--- config.mk ---
export PLATFORM = sky130hd
export DESIGN_NAME = instr_mem_writer_flat
export DESIGN_NICKNAME = d
export VERILOG_FILES = /design/src/rtl/instr_pkg.sv /design/src/rtl/instr_mem_writer_if.sv /design/src/rtl/instr_encode.sv /design/src/rtl/instr_mem_writer.sv /design/src/flat_wrapper.sv
export SDC_FILE = /design/constraint.sdc
export NUM_CORES = 1
export LEC_CHECK = 0
export BUFFER_PORTS_ARGS = -buffer_cell sky130_fd_sc_hd__buf_4
export CELL_PAD_IN_SITES_DETAIL_PLACEMENT = 0
export CELL_PAD_IN_SITES_GLOBAL_PLACEMENT = 1
export CORE_MARGIN = 10
export CORE_UTILIZATION = 31
export DETAILED_ROUTE_END_ITERATION = 10
export GPL_TIMING_DRIVEN = 1
export PLACE_DENSITY_LB_ADDON = 0.1
export SLEW_MARGIN = 20
export SYNTH_ARGS = -nofsm -noshare
export SYNTH_HDL_FRONTEND = slang
export SYNTH_SLANG_ARGS = --single-unit
export TNS_END_PERCENT = 1
--- constraint.sdc ---
create_clock -name clk -period 1.7 [get_ports clk]
set_input_delay 0.085 -clock clk [delete_from_list [all_inputs] [get_ports clk]]
set_output_delay 0.085 -clock clk [all_outputs]
set_load 0.02 [all_outputs]
--- src/rtl/instr_pkg.sv ---
// Shared formats, opcodes, funct3 codes and writer state for the instruction-store loader.
package instr_pkg;

    localparam logic [2:0] FMT_R      = 3'd0;
    localparam logic [2:0] FMT_I      = 3'd1;
    localparam logic [2:0] FMT_LOAD   = 3'd2;
    localparam logic [2:0] FMT_STORE  = 3'd3;
    localparam logic [2:0] FMT_BRANCH = 3'd4;

    localparam logic [6:0] OP_R      = 7'b0110011;
    localparam logic [6:0] OP_I      = 7'b0010011;
    localparam logic [6:0] OP_LOAD   = 7'b0000011;
    localparam logic [6:0] OP_STORE  = 7'b0100011;
    localparam logic [6:0] OP_BRANCH = 7'b1100011;

    localparam logic [2:0] F3_ADD  = 3'b000;
    localparam logic [2:0] F3_XOR  = 3'b100;
    localparam logic [2:0] F3_OR   = 3'b110;
    localparam logic [2:0] F3_AND  = 3'b111;
    localparam logic [2:0] F3_WORD = 3'b010;
    localparam logic [2:0] F3_BEQ  = 3'b000;
    localparam logic [2:0] F3_BNE  = 3'b001;
    localparam logic [2:0] F3_BLT  = 3'b100;
    localparam logic [2:0] F3_BGE  = 3'b101;
    localparam logic [2:0] F3_BLTU = 3'b110;
    localparam logic [2:0] F3_BGEU = 3'b111;

    localparam logic [6:0] F7_ZERO = 7'b0000000;
    localparam logic [6:0] F7_SUB  = 7'b0100000;

    typedef enum logic {
        ST_IDLE,
        ST_WRITE
    } wr_state_t;

    function automatic logic alu_f3_legal(input logic [2:0] f3);
        return (f3 == F3_ADD) || (f3 == F3_XOR) || (f3 == F3_OR) || (f3 == F3_AND);
    endfunction

    function automatic logic branch_f3_legal(input logic [2:0] f3);
        return (f3 == F3_BEQ) || (f3 == F3_BNE) || (f3 == F3_BLT) ||
               (f3 == F3_BGE) || (f3 == F3_BLTU) || (f3 == F3_BGEU);
    endfunction

endpackage

--- src/rtl/instr_mem_writer_if.sv ---
// Request channel into the loader: decoded instruction fields with valid/ready.
interface instr_mem_writer_if;
    logic        in_valid;
    logic        in_ready;
    logic [2:0]  in_fmt;
    logic [2:0]  in_funct3;
    logic        in_sub;
    logic [4:0]  in_rs1;
    logic [4:0]  in_rs2;
    logic [4:0]  in_rd;
    logic [11:0] in_imm;

    modport master (
        output in_valid, in_fmt, in_funct3, in_sub, in_rs1, in_rs2, in_rd, in_imm,
        input  in_ready
    );

    modport slave (
        input  in_valid, in_fmt, in_funct3, in_sub, in_rs1, in_rs2, in_rd, in_imm,
        output in_ready
    );
endinterface

--- src/rtl/instr_encode.sv ---
// Assembles decoded fields into an RV32I word and flags illegal fmt/funct3 combinations.
// Purely combinational; no handshake.
module instr_encode
    import instr_pkg::*;
(
    input  logic [2:0]  fmt,
    input  logic [2:0]  funct3,
    input  logic        sub,
    input  logic [4:0]  rs1,
    input  logic [4:0]  rs2,
    input  logic [4:0]  rd,
    input  logic [11:0] imm,
    output logic [31:0] word,
    output logic        legal
);

    logic [6:0] f7;

    always_comb begin
        f7    = (sub && funct3 == F3_ADD) ? F7_SUB : F7_ZERO;
        word  = '0;
        legal = 1'b0;
        case (fmt)
            FMT_R: begin
                legal = alu_f3_legal(funct3);
                word  = {f7, rs2, rs1, funct3, rd, OP_R};
            end
            FMT_I: begin
                legal = alu_f3_legal(funct3);
                word  = {imm, rs1, funct3, rd, OP_I};
            end
            FMT_LOAD: begin
                legal = 1'b1;
                word  = {imm, rs1, F3_WORD, rd, OP_LOAD};
            end
            FMT_STORE: begin
                legal = 1'b1;
                word  = {imm[11:5], rs2, rs1, F3_WORD, imm[4:0], OP_STORE};
            end
            FMT_BRANCH: begin
                // imm arrives pre-split as {b12, b11, b10:5, b4:1}; scatter into B-type slots
                legal = branch_f3_legal(funct3);
                word  = {imm[11], imm[9:4], rs2, rs1, funct3, imm[3:0], imm[10], OP_BRANCH};
            end
            default: begin
                legal = 1'b0;
                word  = '0;
            end
        endcase
    end

endmodule

--- src/rtl/instr_mem_writer.sv ---
// Encodes instruction requests and writes each word little-endian, one byte per cycle.
// Latency: bytes at T+1..T+4 after accept, next accept at T+5; in_ready low while writing or loading the pointer.
module instr_mem_writer
    import instr_pkg::*;
#(
    parameter int                ADDR_W    = 8,
    parameter logic [ADDR_W-1:0] BASE_ADDR = ADDR_W'(16)
) (
    input  logic                 clk,
    input  logic                 rst,
    instr_mem_writer_if.slave    req,
    input  logic                 addr_load,
    input  logic [ADDR_W-1:0]    addr_in,
    output logic                 mem_we,
    output logic [ADDR_W-1:0]    mem_addr,
    output logic [7:0]           mem_wdata,
    output logic                 word_done,
    output logic                 err_fmt,
    output logic                 err_range,
    output logic [ADDR_W-1:0]    wr_ptr,
    output logic [31:0]          last_word
);

    // Highest pointer that still leaves room for a full 4-byte word.
    localparam logic [ADDR_W-1:0] PTR_LIMIT = ADDR_W'((1 << ADDR_W) - 4);

    wr_state_t         state, state_n;
    logic [1:0]        k, k_n;
    logic [ADDR_W-1:0] wr_ptr_n;
    logic [31:0]       last_word_n;
    logic              err_fmt_n, err_range_n;
    logic [31:0]       enc_word;
    logic              enc_legal;
    logic              in_ready_w;
    logic              accept;

    instr_encode u_encode (
        .fmt    (req.in_fmt),
        .funct3 (req.in_funct3),
        .sub    (req.in_sub),
        .rs1    (req.in_rs1),
        .rs2    (req.in_rs2),
        .rd     (req.in_rd),
        .imm    (req.in_imm),
        .word   (enc_word),
        .legal  (enc_legal)
    );

    assign in_ready_w   = (state == ST_IDLE) && !addr_load;
    assign req.in_ready = in_ready_w;
    assign accept       = req.in_valid && in_ready_w;

    always_ff @(posedge clk) begin
        if (rst) begin
            state     <= ST_IDLE;
            k         <= 2'd0;
            wr_ptr    <= BASE_ADDR;
            last_word <= '0;
            err_fmt   <= 1'b0;
            err_range <= 1'b0;
        end else begin
            state     <= state_n;
            k         <= k_n;
            wr_ptr    <= wr_ptr_n;
            last_word <= last_word_n;
            err_fmt   <= err_fmt_n;
            err_range <= err_range_n;
        end
    end

    always_comb begin
        state_n     = state;
        k_n         = k;
        wr_ptr_n    = wr_ptr;
        last_word_n = last_word;
        err_fmt_n   = 1'b0;
        err_range_n = 1'b0;
        case (state)
            ST_IDLE: begin
                if (addr_load) begin
                    wr_ptr_n = addr_in;
                end else if (accept) begin
                    if (!enc_legal) begin
                        err_fmt_n = 1'b1;
                    end else if (wr_ptr > PTR_LIMIT) begin
                        err_range_n = 1'b1;
                    end else begin
                        last_word_n = enc_word;
                        state_n     = ST_WRITE;
                        k_n         = 2'd0;
                    end
                end
            end
            ST_WRITE: begin
                if (k == 2'd3) begin
                    state_n  = ST_IDLE;
                    wr_ptr_n = wr_ptr + ADDR_W'(4);
                end else begin
                    k_n = k + 2'd1;
                end
            end
            default: state_n = ST_IDLE;
        endcase
    end

    // last_word doubles as the burst buffer, so the byte lanes come straight from it.
    always_comb begin
        mem_we    = 1'b0;
        mem_addr  = '0;
        mem_wdata = '0;
        word_done = 1'b0;
        if (state == ST_WRITE) begin
            mem_we    = 1'b1;
            mem_addr  = wr_ptr + ADDR_W'(k);
            mem_wdata = last_word[{k, 3'b000} +: 8];
            word_done = (k == 2'd3);
        end
    end

endmodule

--- src/flat_wrapper.sv ---
// flat-port wrapper written by rule: the top's interface ports become plain ports
module instr_mem_writer_flat import instr_pkg::*;
#(
    parameter int                ADDR_W    = 8,
    parameter logic [ADDR_W-1:0] BASE_ADDR = ADDR_W'(16)
)
  (clk, rst, addr_load, addr_in, mem_we, mem_addr, mem_wdata, word_done, err_fmt, err_range, wr_ptr, last_word, req_in_valid, req_in_fmt, req_in_funct3, req_in_sub, req_in_rs1, req_in_rs2, req_in_rd, req_in_imm, req_in_ready);
  instr_mem_writer_if req_i ();
  input  logic clk;
  input  logic rst;
  input  logic addr_load;
  input  logic [ADDR_W-1:0] addr_in;
  output logic mem_we;
  output logic [ADDR_W-1:0] mem_addr;
  output logic [7:0] mem_wdata;
  output logic word_done;
  output logic err_fmt;
  output logic err_range;
  output logic [ADDR_W-1:0] wr_ptr;
  output logic [31:0] last_word;
  input wire logic [$bits(req_i.in_valid)-1:0] req_in_valid;
  input wire logic [$bits(req_i.in_fmt)-1:0] req_in_fmt;
  input wire logic [$bits(req_i.in_funct3)-1:0] req_in_funct3;
  input wire logic [$bits(req_i.in_sub)-1:0] req_in_sub;
  input wire logic [$bits(req_i.in_rs1)-1:0] req_in_rs1;
  input wire logic [$bits(req_i.in_rs2)-1:0] req_in_rs2;
  input wire logic [$bits(req_i.in_rd)-1:0] req_in_rd;
  input wire logic [$bits(req_i.in_imm)-1:0] req_in_imm;
  output wire logic [$bits(req_i.in_ready)-1:0] req_in_ready;
  assign req_i.in_valid = req_in_valid;
  assign req_i.in_fmt = req_in_fmt;
  assign req_i.in_funct3 = req_in_funct3;
  assign req_i.in_sub = req_in_sub;
  assign req_i.in_rs1 = req_in_rs1;
  assign req_i.in_rs2 = req_in_rs2;
  assign req_i.in_rd = req_in_rd;
  assign req_i.in_imm = req_in_imm;
  assign req_in_ready = req_i.in_ready;
  instr_mem_writer #(.ADDR_W(ADDR_W), .BASE_ADDR(BASE_ADDR)) u_core (.clk(clk), .rst(rst), .req(req_i), .addr_load(addr_load), .addr_in(addr_in), .mem_we(mem_we), .mem_addr(mem_addr), .mem_wdata(mem_wdata), .word_done(word_done), .err_fmt(err_fmt), .err_range(err_range), .wr_ptr(wr_ptr), .last_word(last_word));
endmodule
; After elaboration in Yosys (flattened, before gate mapping)
; Cells that the tools add are included.
[word_totals]
word_cells = 78
in_bits = 46
regBits = 45
output_inout_bits = 61
[op_classes]
n_eq_ne = 17
reduce_logical = 21
shifts = 1
magnitude_cmp = 1
bitwise_logic = 5
n_mux = 24
n_addsub = 3
[op_table]
columns = op, count
row1 = 32-bit case mux with 5 select lines, 1
row2 = 8-bit 2-to-1 mux, 4
row3 = 32-bit by 6-bit variable part select with 8-bit output, 1
row4 = 8-bit case mux with 2 select lines, 1
row5 = "3-bit == test, second input constant", 5
row6 = 2-bit 2-to-1 mux, 5
row7 = "2-bit inequality test, second input constant", 5
row8 = 5-bit AND reduction, 2
row9 = 1-bit 2-to-1 mux, 9
row10 = 8-bit by 2-bit adder with 8-bit output, 1
row11 = "8-bit by 3-bit adder with 8-bit output, second input constant", 1
row12 = "8-bit > comparator, second input constant", 1
row13 = 1-bit logical OR, 8
row14 = "3-bit by 1-bit == test with 1-bit output, second input constant", 2
row15 = "3-bit by 2-bit == test with 1-bit output, second input constant", 2
row16 = 3-bit logical NOT, 2
row17 = 6-bit 2-to-1 mux, 1
row18 = 1-bit inverter, 5
row19 = 5-bit OR reduction, 1
row20 = "2-bit by 1-bit inequality test with 1-bit output, second input constant", 2
row21 = 2-bit case mux with 2 select lines, 1
row22 = 2-bit OR reduction, 2
row23 = 4-bit OR reduction, 1
row24 = 1-bit logical AND, 3
row25 = other kinds (6), 6

; Longest topological paths before layout
; Gate-level depths: netlist of run 1.
[logic_depth]
ltp_word = 11
mapped_depth = 8
ltp_nobuf = 6

; Modules after synthesis
; Synthesis of run 1 repeated with hierarchy kept, for this count alone.
[hier_totals]
cells_unflattened = 474
area_unflattened_um2 = 3648.5
[by_module_without_submodules]
columns = module, area_per_inst_um2, seq_area_each_um2, cells_each, instances
row1 = instr_mem_writer, 3100.5, 900.9, 383, 1
row2 = instr_encode, 548.0, 0.0, 91, 1

; Worst setup path before layout of run 1
; No wires, ideal clock.
[synth_path]
path_kind = reg-to-reg
startpoint = reg u_core.wr_ptr[2]
endpoint = reg u_core.last_word[4]
stages_incl_launch_ff = 8
synth_period_minus_slack_ns = 1.889
arrival_ns = 1.819
setup_slack_ns = -0.189
path_buffers = 2
setup_time_ns = 0.070
t_required_ns = 1.630
path_cell_list = dfxtp_1 > ha_1 > nand3_1 > o21bai_1 > clkbuf_1 > clkbuf_1 > o21ai_0 > a21oi_1
[synth_via]
elab_chain_cells = 3
[synth_lines]
columns = item, line_no
row1 = "start, declared", instr_mem_writer.sv:20  ; output logic [ADDR_W-1:0] wr_ptr,
row2 = "start signal, assigned", instr_mem_writer.sv:64  ; wr_ptr <= wr_ptr_n;
row3 = 8-bit > comparator, instr_mem_writer.sv:85  ; end else if (wr_ptr > PTR_LIMIT) begin
row4 = 1-bit inverter (no line), n/a
row5 = 5-bit AND reduction (no line), n/a
row6 = "end signal, assigned", instr_mem_writer.sv:65  ; last_word <= last_word_n;
row7 = "end, declared", instr_mem_writer.sv:21  ; output logic [31:0] last_word
; No other way between the ends.
; A chain may end at the register's enable or synchronous reset.

; Worst setup path in the final report of run 1
[layout_path]
startpoint = reg u_core.k[1]
endpoint = out mem_wdata[6]
[layout_via]
elab_chain_cells = 2
[layout_lines]
columns = item, line_no
row1 = "start, declared", instr_mem_writer.sv:28  ; logic [1:0] k, k_n;
row2 = "start signal, assigned", instr_mem_writer.sv:63  ; k <= k_n;
row3 = 32-bit by 6-bit variable part select with 8-bit output, instr_mem_writer.sv:115  ; mem_wdata = last_word[{k, 3'b000} +: 8];
row4 = 8-bit 2-to-1 mux, instr_mem_writer.sv:112  ; if (state == ST_WRITE) begin
row5 = "end, declared", flat_wrapper.sv:15  ; output logic [7:0] mem_wdata;
; No other way between the ends.

==> impl_metrics.env, run 1 <==
export IMPL_outcome="finished with violations"
export IMPL_violated_checks="setup timing"
export IMPL_final_layout_size_suffix_gt1_share_pct=40.0
export IMPL_layout_worst_path_cycle_share_pct=102
export IMPL_insertion_delay_ps=290
export IMPL_placedInstanceArea_mm2=0.00372
export IMPL_die_x_um=113
export IMPL_place_gp_congestion=0.838
export IMPL_synthesis_yosys_warnings=0
export IMPL_ys_seq_area_share_pct=31.3
export IMPL_min_period_ps=1730
export IMPL_number_of_antenna_violations_at_the_first_check_in_global_routing=0
export IMPL_place_ws_ps=11.3
export IMPL_max_freq_ghz=0.578
export IMPL_critical_path_endpoint_type="primary output"
export IMPL_commonest_register_cell_after_synthesis="sky130_fd_sc_hd__dfxtp_1"
export IMPL_avgSynthCellArea_um2=8.14
export IMPL_ctsHtreeMaxLevel=2
export IMPL_synth_distinct_cells=49
export IMPL_floorplan_initialDensity_pct=32.2
export IMPL_clock_sinks=42
export IMPL_multi_input_area_mm2=0.00171
export IMPL_postSynth_asyncResetShare_pct=0
export IMPL_design_power_total_w=0.00266
export IMPL_tritoncts_clock_tree="built"
export IMPL_peak_supply_drop_v=0.000412
export IMPL_hp_start="addr_in[4]"
export IMPL_cts_root_to_sink_buffers=2
export IMPL_p_leak_nw=1.63
export IMPL_synth_top_cell_area_share_pct=31.3
export IMPL_drtAntennaViolNets=0
export IMPL_clk_pin_slew_worst_paths_ps=90
export IMPL_timing_hold_worst_class="input pin to flop"
export IMPL_crit_fanout=5
export IMPL_finalMaxSlewViolations=0
export IMPL_ctsRootBufferMaster="sky130_fd_sc_hd__clkbuf_8"
export IMPL_post_route_cell_area_mm2=0.00395
export IMPL_hold_viol_final=0
export IMPL_grt_pass1_wl_um=16100
export IMPL_critical_path_data_required_time_ps=1620
export IMPL_worst_r2r_startpoint="u_core.state"
export IMPL_finClkSkew_ps=12.5
export IMPL_post_route_drc_count=0
export IMPL_via_count_of_the_first_global_routing_pass=3059
export IMPL_viasPerCell=5.30
export IMPL_critPathLaunchType="flop"
export IMPL_rr_endpoint="u_core.last_word[4]"
export IMPL_io_buffer_count=104
export IMPL_numCtsBuffers=5
export IMPL_cellPowerDensity_mw_per_mm2=672
export IMPL_setup_violations=7
export IMPL_placed_cells=536
export IMPL_postSynthRegisterBits=42
export IMPL_drv_cap=0
export IMPL_std_cell_rows=33
export IMPL_floorplan_core_area_mm2=0.00834
export IMPL_reg2reg_slack_ps=40
export IMPL_antennaDiodeCount=0
export IMPL_finalNonFillerCells=548
export IMPL_timing_setup_tns_ps=-101
export IMPL_worst_r2r_path_depth=4
export IMPL_post_synth_instance_area_mm2=0.00269
export IMPL_drt_first_iter_violations=150
export IMPL_syn_to_layout_area_delta_pct=47.0
export IMPL_finish_net_count=493
export IMPL_synth_edff_count=0
export IMPL_globalRouteOverflowTotal=0
export IMPL_chipHeight_um=113
export IMPL_wire_per_inst_um=18.3
export IMPL_cpMaxStageDelayCell="sky130_fd_sc_hd__mux4_2"
export IMPL_detailroute_via_count=2903
export IMPL_design_die_area_mm2=0.0128
export IMPL_first_pass_iters=4
export IMPL_routed_wirelength_um=10000
export IMPL_timing_critical_path_arrival_ps=1640
export IMPL_crit_path_max_incr_delay_ps=510
export IMPL_synth_largest_area_cell="sky130_fd_sc_hd__dfxtp_1"
export IMPL_criticalPathCategory="flop to primary output"
export IMPL_floorplan_io_pins=107
export IMPL_setup_repair_after_global_routing_missed_its_margin="yes"
export IMPL_post_synth_main_area_contributors="sky130_fd_sc_hd__dfxtp_1 31%, sky130_fd_sc_hd__a21oi_1 8.8%, sky130_fd_sc_hd__a211oi_1 5.0%, sky130_fd_sc_hd__mux4_2 5.0%, sky130_fd_sc_hd__o21ai_0 3.9%"
export IMPL_synth_most_common_cell="sky130_fd_sc_hd__a21oi_1"
export IMPL_post_synth_inst_count=330
export IMPL_crit_path_cell_trace="buf_6, mux4_2, and2_4, buf_6"
export IMPL_critPathMostFrequentCell="sky130_fd_sc_hd__buf_6"
export IMPL_hpwl_um=7690
export IMPL_layout_filler_cells=906
export IMPL_grt_start_max_net_pins=45
export IMPL_gr_usage_all_layers_pct=15.0
export IMPL_seq_cell_area_um2=855
export IMPL_holdBufCountCts=0
export IMPL_crit_path_start="u_core.k[1]"
export IMPL_worst_setup_path_endpoint="mem_wdata[6]"
export IMPL_layout_setup_ws_ps=-29.9
export IMPL_synth_top_cells_by_count="47 x sky130_fd_sc_hd__a21oi_1, 42 x sky130_fd_sc_hd__dfxtp_1, 21 x sky130_fd_sc_hd__o21ai_0, 19 x sky130_fd_sc_hd__clkbuf_1, 19 x sky130_fd_sc_hd__nand2_1"
timing repair:
action | CTS | global route
pin swaps | 5 | 5
buffers inserted | 3 | 0
cloned | 1 | 0
setup endpoints to repair | 15 | 23
resized for setup | 18 | 13
per-stage QoR:
step                utilization [%]  hold slack [ps]
finish                         47.4             17.7
global route                   47.4             36.0
CTS                            47.0             15.6
detailed placement             44.6              328
global placement               44.6              321
floorplan                         -              214
worst min path at each step:
| stage | to | cells past startpoint |
|---|---|---|
| after floorplan | u_core.wr_ptr[2] | 2 |
| after global placement | u_core.wr_ptr[4] | 3 |
| after detailed placement | u_core.wr_ptr[4] | 3 |
| after CTS | u_core.wr_ptr[4] | 3 |
| after global routing | u_core.wr_ptr[4] | 3 |
| final | u_core.wr_ptr[4] | 3 |
critical path, delay by kind of cell (launching register included):
family / cells / cell delay (ps)
buffers and inverters: 2 / 270
flip-flops: 1 / 410
multiplexers: 1 / 510
AND/OR/NAND/NOR: 1 / 170
kinds of logic after synthesis:
logic type | Yosys count | synth area share [%]
AOI/OAI and AO/OA | 121 | 27.5
xor gates and xnor gates | 6 | 1.96
adders and majority gates | 5 | 2.61
buffers and inverters | 40 | 7.50
DFF | 42 | 31.3
muxes | 15 | 8.47
other | 1 | 0.140
and+or+nand+nor | 100 | 20.5
per-layer routing:
layer | vias to the layer above | track usage [%] | part of all wire, % | wire [um]
met5 | - | 0 | 0 | 0
met2 | 78 | 25.3 | 49 | 4910
met4 | 0 | 2.88 | 0.68 | 68
li1 | 1446 | - | - | -
met1 | 1373 | 18.5 | 44 | 4410
met3 | 6 | 4.38 | 6.2 | 618
cell usage in the layout, fill, tap and decap left out, drive strengths merged, types with 2 or more instances in the layout:
cell type	count
a211o	2
clkbuf	6
a22oi	2
dfxtp	42
o211ai	3
nor2b	11
and3	2
nor4b	3
nand4	4
mux4	6
nand3	11
and2	14
ha	4
a32oi	5
o21a	6
xnor2	5
nand2b	2
inv	4
a211oi	18
mux2	2
o21ai	21
nor2	8
buf	140
nor3	15
a31oi	5
nand2	19
mux2i	7
nand3b	4
a21oi	47
o22ai	6
conb	2
power by group:
group | switching (W) | internal (W) | leakage [nW] | total [W]
clock network | 0.000365 | 0.000439 | 0.0514 | 0.000804
registers | 0.0000432 | 0.00104 | 0.346 | 0.00108
logic | 0.000415 | 0.000356 | 1.23 | 0.000772
total | 0.000823 | 0.00183 | 1.63 | 0.00266
layout make-up:
| class | count | share of cell area (%) |
|---|---|---|
| clock buffers | 6 | 1.84 |
| clock inverters | 2 | 0.950 |
| inverters | 4 | 0.380 |
| multi-input cells | 249 | 43.3 |
| flip-flops and latches | 42 | 21.6 |
| well taps | 105 | 3.32 |
| repair buffers | 140 | 28.6 |
sequential cells by signal, summed over array words and instances (netlist names):
register,count
u_core.err_range,1
u_core.wr_ptr,8
u_core.state,1
u_core.last_word,29
u_core.err_fmt,1
u_core.k,2
Power figures use the tool's default switching activity.
==> run 2, diff against run 1 <==
- CELL_PAD_IN_SITES_DETAIL_PLACEMENT: 0 -> 2
- CELL_PAD_IN_SITES_GLOBAL_PLACEMENT: 1 -> 2
- CORE_UTILIZATION: 31 -> 24
==> run 2 against run 1 <==
Net effect: setup slack got worse by 29 ps; clock power rose by 1%; register-to-register slack better by 20 ps; the flow still finishes with violations (setup timing); maximum frequency fell by 1.6%; largest cell class unchanged; non-clock buffer count decreased by 1; sequential power about the same.
==> impl_metrics.env, run 2 (synthesized netlist as in run 1, its figures left out) <==
export IMPL_outcome="finished with violations"
export IMPL_violated_checks="setup timing"
export IMPL_finalMaxSlewViolations=0
export IMPL_cts_root_to_sink_buffers=2
export IMPL_floorplan_initialDensity_pct=24.7
export IMPL_design_die_area_mm2=0.0158
export IMPL_hold_worst_slack_ps=21.1
export IMPL_wire_per_inst_um=20.0
export IMPL_chipHeight_um=126
export IMPL_layout_setup_ws_ps=-58.6
export IMPL_setup_violations=9
export IMPL_final_layout_size_suffix_gt1_share_pct=40.7
export IMPL_clock_sinks=42
export IMPL_largest_reg_flops=29
export IMPL_viasPerCell=5.15
export IMPL_grt_start_max_net_pins=45
export IMPL_most_common_layout_cells="126 x sky130_fd_sc_hd__buf_4, 47 x sky130_fd_sc_hd__a21oi_1, 35 x sky130_fd_sc_hd__dfxtp_1"
export IMPL_crit_path_cell_trace="ha_4, fa_2, nand2_2, xnor2_1, and2_1, buf_6"
export IMPL_critical_path_data_required_time_ps=1620
export IMPL_post_route_drc_count=0
export IMPL_cellPowerDensity_mw_per_mm2=672
export IMPL_seq_cell_area_um2=857
export IMPL_critPathLaunchType="flop"
export IMPL_hpwl_um=9230
export IMPL_finClkSkew_ps=7.78
export IMPL_crit_fanout=3
export IMPL_clk_pin_slew_worst_paths_ps=90
export IMPL_via_count_of_the_first_global_routing_pass=3383
export IMPL_gr_usage_all_layers_pct=14.3
export IMPL_placed_cells=573
export IMPL_ctsHtreeMaxLevel=2
export IMPL_numCtsBuffers=5
export IMPL_detailroute_via_count=2998
export IMPL_place_gp_congestion=0.803
export IMPL_layout_filler_cells=1225
export IMPL_criticalPathCategory="flop to primary output"
export IMPL_globalRouteOverflowTotal=0
export IMPL_first_pass_iters=4
export IMPL_finish_net_count=492
export IMPL_floorplan_core_area_mm2=0.0109
export IMPL_hold_viol_final=0
export IMPL_post_route_cell_area_mm2=0.00401
export IMPL_routed_wirelength_um=11700
export IMPL_setup_repair_after_global_routing_missed_its_margin="yes"
export IMPL_timing_hold_worst_class="input pin to flop"
export IMPL_grt_pass1_wl_um=18800
export IMPL_syn_to_layout_area_delta_pct=49.3
export IMPL_std_cell_rows=38
export IMPL_number_of_antenna_violations_at_the_first_check_in_global_routing=0
export IMPL_tritoncts_clock_tree="built"
export IMPL_min_period_ps=1760
export IMPL_final_util_pct=36.8
export IMPL_io_buffer_count=104
export IMPL_placedInstanceArea_mm2=0.00377
export IMPL_peak_supply_drop_v=0.000300
export IMPL_floorplan_io_pins=107
export IMPL_multi_input_area_mm2=0.00173
export IMPL_max_freq_ghz=0.569
export IMPL_antennaDiodeCount=0
export IMPL_reg_largest_list="u_core.last_word (29), u_core.wr_ptr (8), u_core.k (2)"
export IMPL_die_x_um=126
export IMPL_insertion_delay_ps=290
export IMPL_layout_commonest_cell="sky130_fd_sc_hd__buf_4"
export IMPL_max_flop_register="u_core.last_word"
export IMPL_finalNonFillerCells=582
export IMPL_timing_critical_path_arrival_ps=1670
export IMPL_drtAntennaViolNets=0
export IMPL_ctsRootBufferMaster="sky130_fd_sc_hd__clkbuf_8"
export IMPL_drv_cap=0
export IMPL_critical_path_endpoint_type="primary output"
export IMPL_layout_worst_path_cycle_share_pct=103
export IMPL_crit_path_max_incr_delay_ps=380
export IMPL_drt_first_iter_violations=159
export IMPL_p_leak_nw=1.64
export IMPL_cpMaxStageDelayCell="sky130_fd_sc_hd__dfxtp_4"
## run 2: cell count changes in the layout (fill, tap and decap cells not counted), sizes merged
cell | previous run | this run
clkbuf | 6 | 5
clkinvlp | 1 | 0
inv | 4 | 5
clkinv | 0 | 1
buf | 140 | 139
## run 2: cell type report
cell class              instances  share of cell area, %
multi-input cells             249                   43.1
repair buffers                139                   28.0
flip-flops and latches         42                   21.4
well taps                     140                   4.37
clock buffers                   5                   1.72
clock inverters                 3                   1.09
inverters                       4                  0.374
## run 2: metal layers
layer  part of all wire (%)  global-route usage, %  wire length [um]  vias to the layer above
li1                       -                      -                 -                     1439
met1                     44                   17.5              5190                     1471
met2                     49                   24.9              5740                       80
met3                    5.1                   3.44               591                        8
met4                    1.2                   2.88               140                        0
met5                      0                      0                 0                        -
## run 2: per-stage QoR
step                      TNS, ps  total power, W  worst slack [ps]
after global routing        -1450         0.00286              -172
after floorplan                 0         0.00152              65.1
final                        -332         0.00270             -58.6
after CTS                    -655         0.00273             -92.7
after detailed placement        0         0.00190              14.4
after global placement          0         0.00188              27.2
## run 2: repair_timing
item / in CTS / in global routing
hold buffers: 0 / 0
gates resized for setup: 24 / 13
setup endpoints to repair: 19 / 40
pin swaps: 4 / 19
buffers inserted: 1 / 0
## run 2: path summary, 6_finish.rpt
path	from	endpoint	slack, ps	cells after the start
worst max-delay path	u_core.k[0]	mem_addr[6]	-60	6
worst min-delay path	addr_in[4]	u_core.wr_ptr[4]	20	3
worst max register to register	u_core.wr_ptr[0]	u_core.last_word[5]	60	7
worst min register to register	u_core.last_word[19]	u_core.last_word[19]	510	2
## run 2: critical path: cells and delay by family (launching register included)
kind	cells	cell delay, ps
adders and majority gates	2	540
DFF	1	380
and+or+nand+nor	2	230
buffers and inverters	1	120
xor gates and xnor gates	1	110
## run 2: report_power, final
group / leakage (nW) / internal, W / switching [W]
clock: 0.0585 / 0.000441 / 0.000373
sequential: 0.347 / 0.00104 / 0.0000534
combinational: 1.23 / 0.000358 / 0.000433
==> run 3, diff against run 2 <==
- CORE_ASPECT_RATIO: not set -> 0.9
- PLACE_DENSITY: not set -> 0.74
- PLACE_DENSITY_LB_ADDON: 0.1 -> not set
==> run 3 against run 2 <==
Net effect: the run still ends with setup timing left; sequential share of layout area hardly changed; utilization about the same; routed wire length grew 5.4%; clock power grew 16%; power up 5.1%; die area hardly changed; via count rose by 0.57%; sequential power about the same; clock skew is essentially flat; critical path depth grew 1; setup slack got worse by 49 ps; final cell count is 0.86% higher; largest power group unchanged.
==> impl_metrics.env, run 3 (synthesized netlist as in run 1, its figures left out) <==
export IMPL_viasPerCell=5.14
export IMPL_final_layout_size_suffix_gt1_share_pct=39.8
export IMPL_numCtsBuffers=5
export IMPL_placed_cells=578
export IMPL_seq_cell_area_um2=857
export IMPL_outcome="finished with violations"
export IMPL_drv_cap=0
export IMPL_min_period_ps=1810
export IMPL_chipHeight_um=120
export IMPL_die_x_um=132
export IMPL_cpMaxStageDelayCell="sky130_fd_sc_hd__dfxtp_4"
export IMPL_insertion_delay_ps=280
export IMPL_violated_checks="setup timing"
export IMPL_finish_net_count=485
export IMPL_first_pass_iters=4
export IMPL_globalRouteOverflowTotal=0
export IMPL_wire_per_inst_um=20.9
export IMPL_layout_setup_ws_ps=-107
export IMPL_critPathLaunchType="flop"
export IMPL_drt_first_iter_violations=160
export IMPL_ctsRootBufferMaster="sky130_fd_sc_hd__clkbuf_16"
export IMPL_gr_usage_all_layers_pct=14.7
export IMPL_layout_commonest_cell="sky130_fd_sc_hd__buf_4"
export IMPL_syn_to_layout_area_delta_pct=49.4
export IMPL_grt_start_max_net_pins=45
export IMPL_slew_headroom_pct=65.8
export IMPL_hpwl_um=9290
export IMPL_reg_largest_list="u_core.last_word (29), u_core.wr_ptr (8), u_core.k (2)"
export IMPL_setup_violations=13
export IMPL_criticalPathCategory="flop to primary output"
export IMPL_largest_reg_flops=29
export IMPL_critical_path_top_delay_family="flip-flops"
export IMPL_drtAntennaViolNets=0
export IMPL_grt_pass1_wl_um=19000
export IMPL_floorplan_io_pins=107
export IMPL_ctsHtreeMaxLevel=2
export IMPL_multi_input_area_mm2=0.00174
export IMPL_tritoncts_clock_tree="built"
export IMPL_post_route_cell_area_mm2=0.00402
export IMPL_setup_repair_after_global_routing_missed_its_margin="yes"
export IMPL_floorplan_initialDensity_pct=24.7
export IMPL_design_die_area_mm2=0.0158
export IMPL_finClkSkew_ps=7.70
export IMPL_critical_path_endpoint_type="primary output"
export IMPL_finalNonFillerCells=587
export IMPL_crit_buf_inv=2
export IMPL_finalMaxSlewViolations=0
export IMPL_crit_path_cell_trace="ha_4, a21o_1, buf_4, nand2_1, xnor2_1, and2_1, buf_6"
export IMPL_crit_fanout=4
export IMPL_tightest_slew_ps=512
export IMPL_layout_filler_cells=1262
export IMPL_floorplan_core_area_mm2=0.0109
export IMPL_placedInstanceArea_mm2=0.00374
export IMPL_number_of_antenna_violations_at_the_first_check_in_global_routing=0
export IMPL_timing_critical_path_arrival_ps=1720
export IMPL_antennaDiodeCount=0
export IMPL_crit_path_max_incr_delay_ps=370
export IMPL_hold_viol_final=0
export IMPL_p_leak_nw=1.61
export IMPL_cts_root_to_sink_buffers=2
export IMPL_io_buffer_count=104
export IMPL_via_count_of_the_first_global_routing_pass=3319
export IMPL_post_route_drc_count=0
export IMPL_clock_sinks=42
export IMPL_std_cell_rows=36
export IMPL_critical_path_data_required_time_ps=1620
export IMPL_layout_worst_path_cycle_share_pct=106
export IMPL_timing_hold_worst_class="input pin to flop"
export IMPL_clk_pin_slew_worst_paths_ps=60
export IMPL_routed_wirelength_um=12300
export IMPL_max_freq_ghz=0.553
export IMPL_final_util_pct=36.8
export IMPL_detailroute_via_count=3015
export IMPL_most_common_layout_cells="121 x sky130_fd_sc_hd__buf_4, 47 x sky130_fd_sc_hd__a21oi_1, 35 x sky130_fd_sc_hd__dfxtp_1"
export IMPL_place_gp_congestion=0.810
export IMPL_peak_supply_drop_v=0.000424
export IMPL_max_flop_register="u_core.last_word"
export IMPL_cellPowerDensity_mw_per_mm2=705
run 3: layout make-up:
class	count	area share [%]
well taps	152	4.74
repair buffers	132	26.6
flip-flops and latches	42	21.3
clock buffers	6	3.21
multi-input cells	249	43.4
inverters	4	0.374
clock inverters	2	0.343
run 3: path summary, 6_finish.rpt:
path	startpoint	endpoint	slack (ps)	depth (start not counted)
max	u_core.k[1]	mem_addr[5]	-110	7
min	addr_in[1]	u_core.wr_ptr[1]	60	3
min reg2reg	u_core.last_word[19]	u_core.last_word[19]	500	2
max reg2reg	u_core.state	u_core.last_word[4]	-10	5
run 3: metrics by stage:
stage	setup TNS, ps	hold slack [ps]	power [W]	worst slack (ps)
5_1_grt	-1660	75.0	0.00298	-158
6_report	-665	59.9	0.00283	-107
4_1_cts	-628	57.9	0.00284	-90.6
2_1_floorplan	0	214	0.00152	65.1
3_3_place_gp	0	344	0.00186	77.8
3_5_place_dp	0	356	0.00188	13.1
run 3: layer usage:
| layer | vias up | wire length, um | GRT usage (%) |
|---|---|---|---|
| li1 | 1424 | - | - |
| met2 | 54 | 6180 | 25.6 |
| met4 | 0 | 84 | 2.29 |
| met5 | - | 0 | 0 |
| met1 | 1533 | 5590 | 18.7 |
| met3 | 4 | 439 | 2.69 |
run 3: worst min-delay path, cell delays in order:
cell	delay, ps
sky130_fd_sc_hd__buf_4	110
sky130_fd_sc_hd__nand2_1	50
sky130_fd_sc_hd__a21oi_1	50
run 3: timing repair:
item                                   CTS  global route
buffers inserted                         0             1
endpoints found under the hold margin    0             0
cloned                                   0             0
gates resized for setup                 13            22
hold buffers                             0             0
setup endpoints to repair               18            37
pin swaps                                5             6
run 3: where the power goes:
part           switching [W]  leakage [nW]  internal [W]
clock network       0.000402        0.0708      0.000545
registers          0.0000584         0.347       0.00104
logic               0.000439          1.19      0.000350
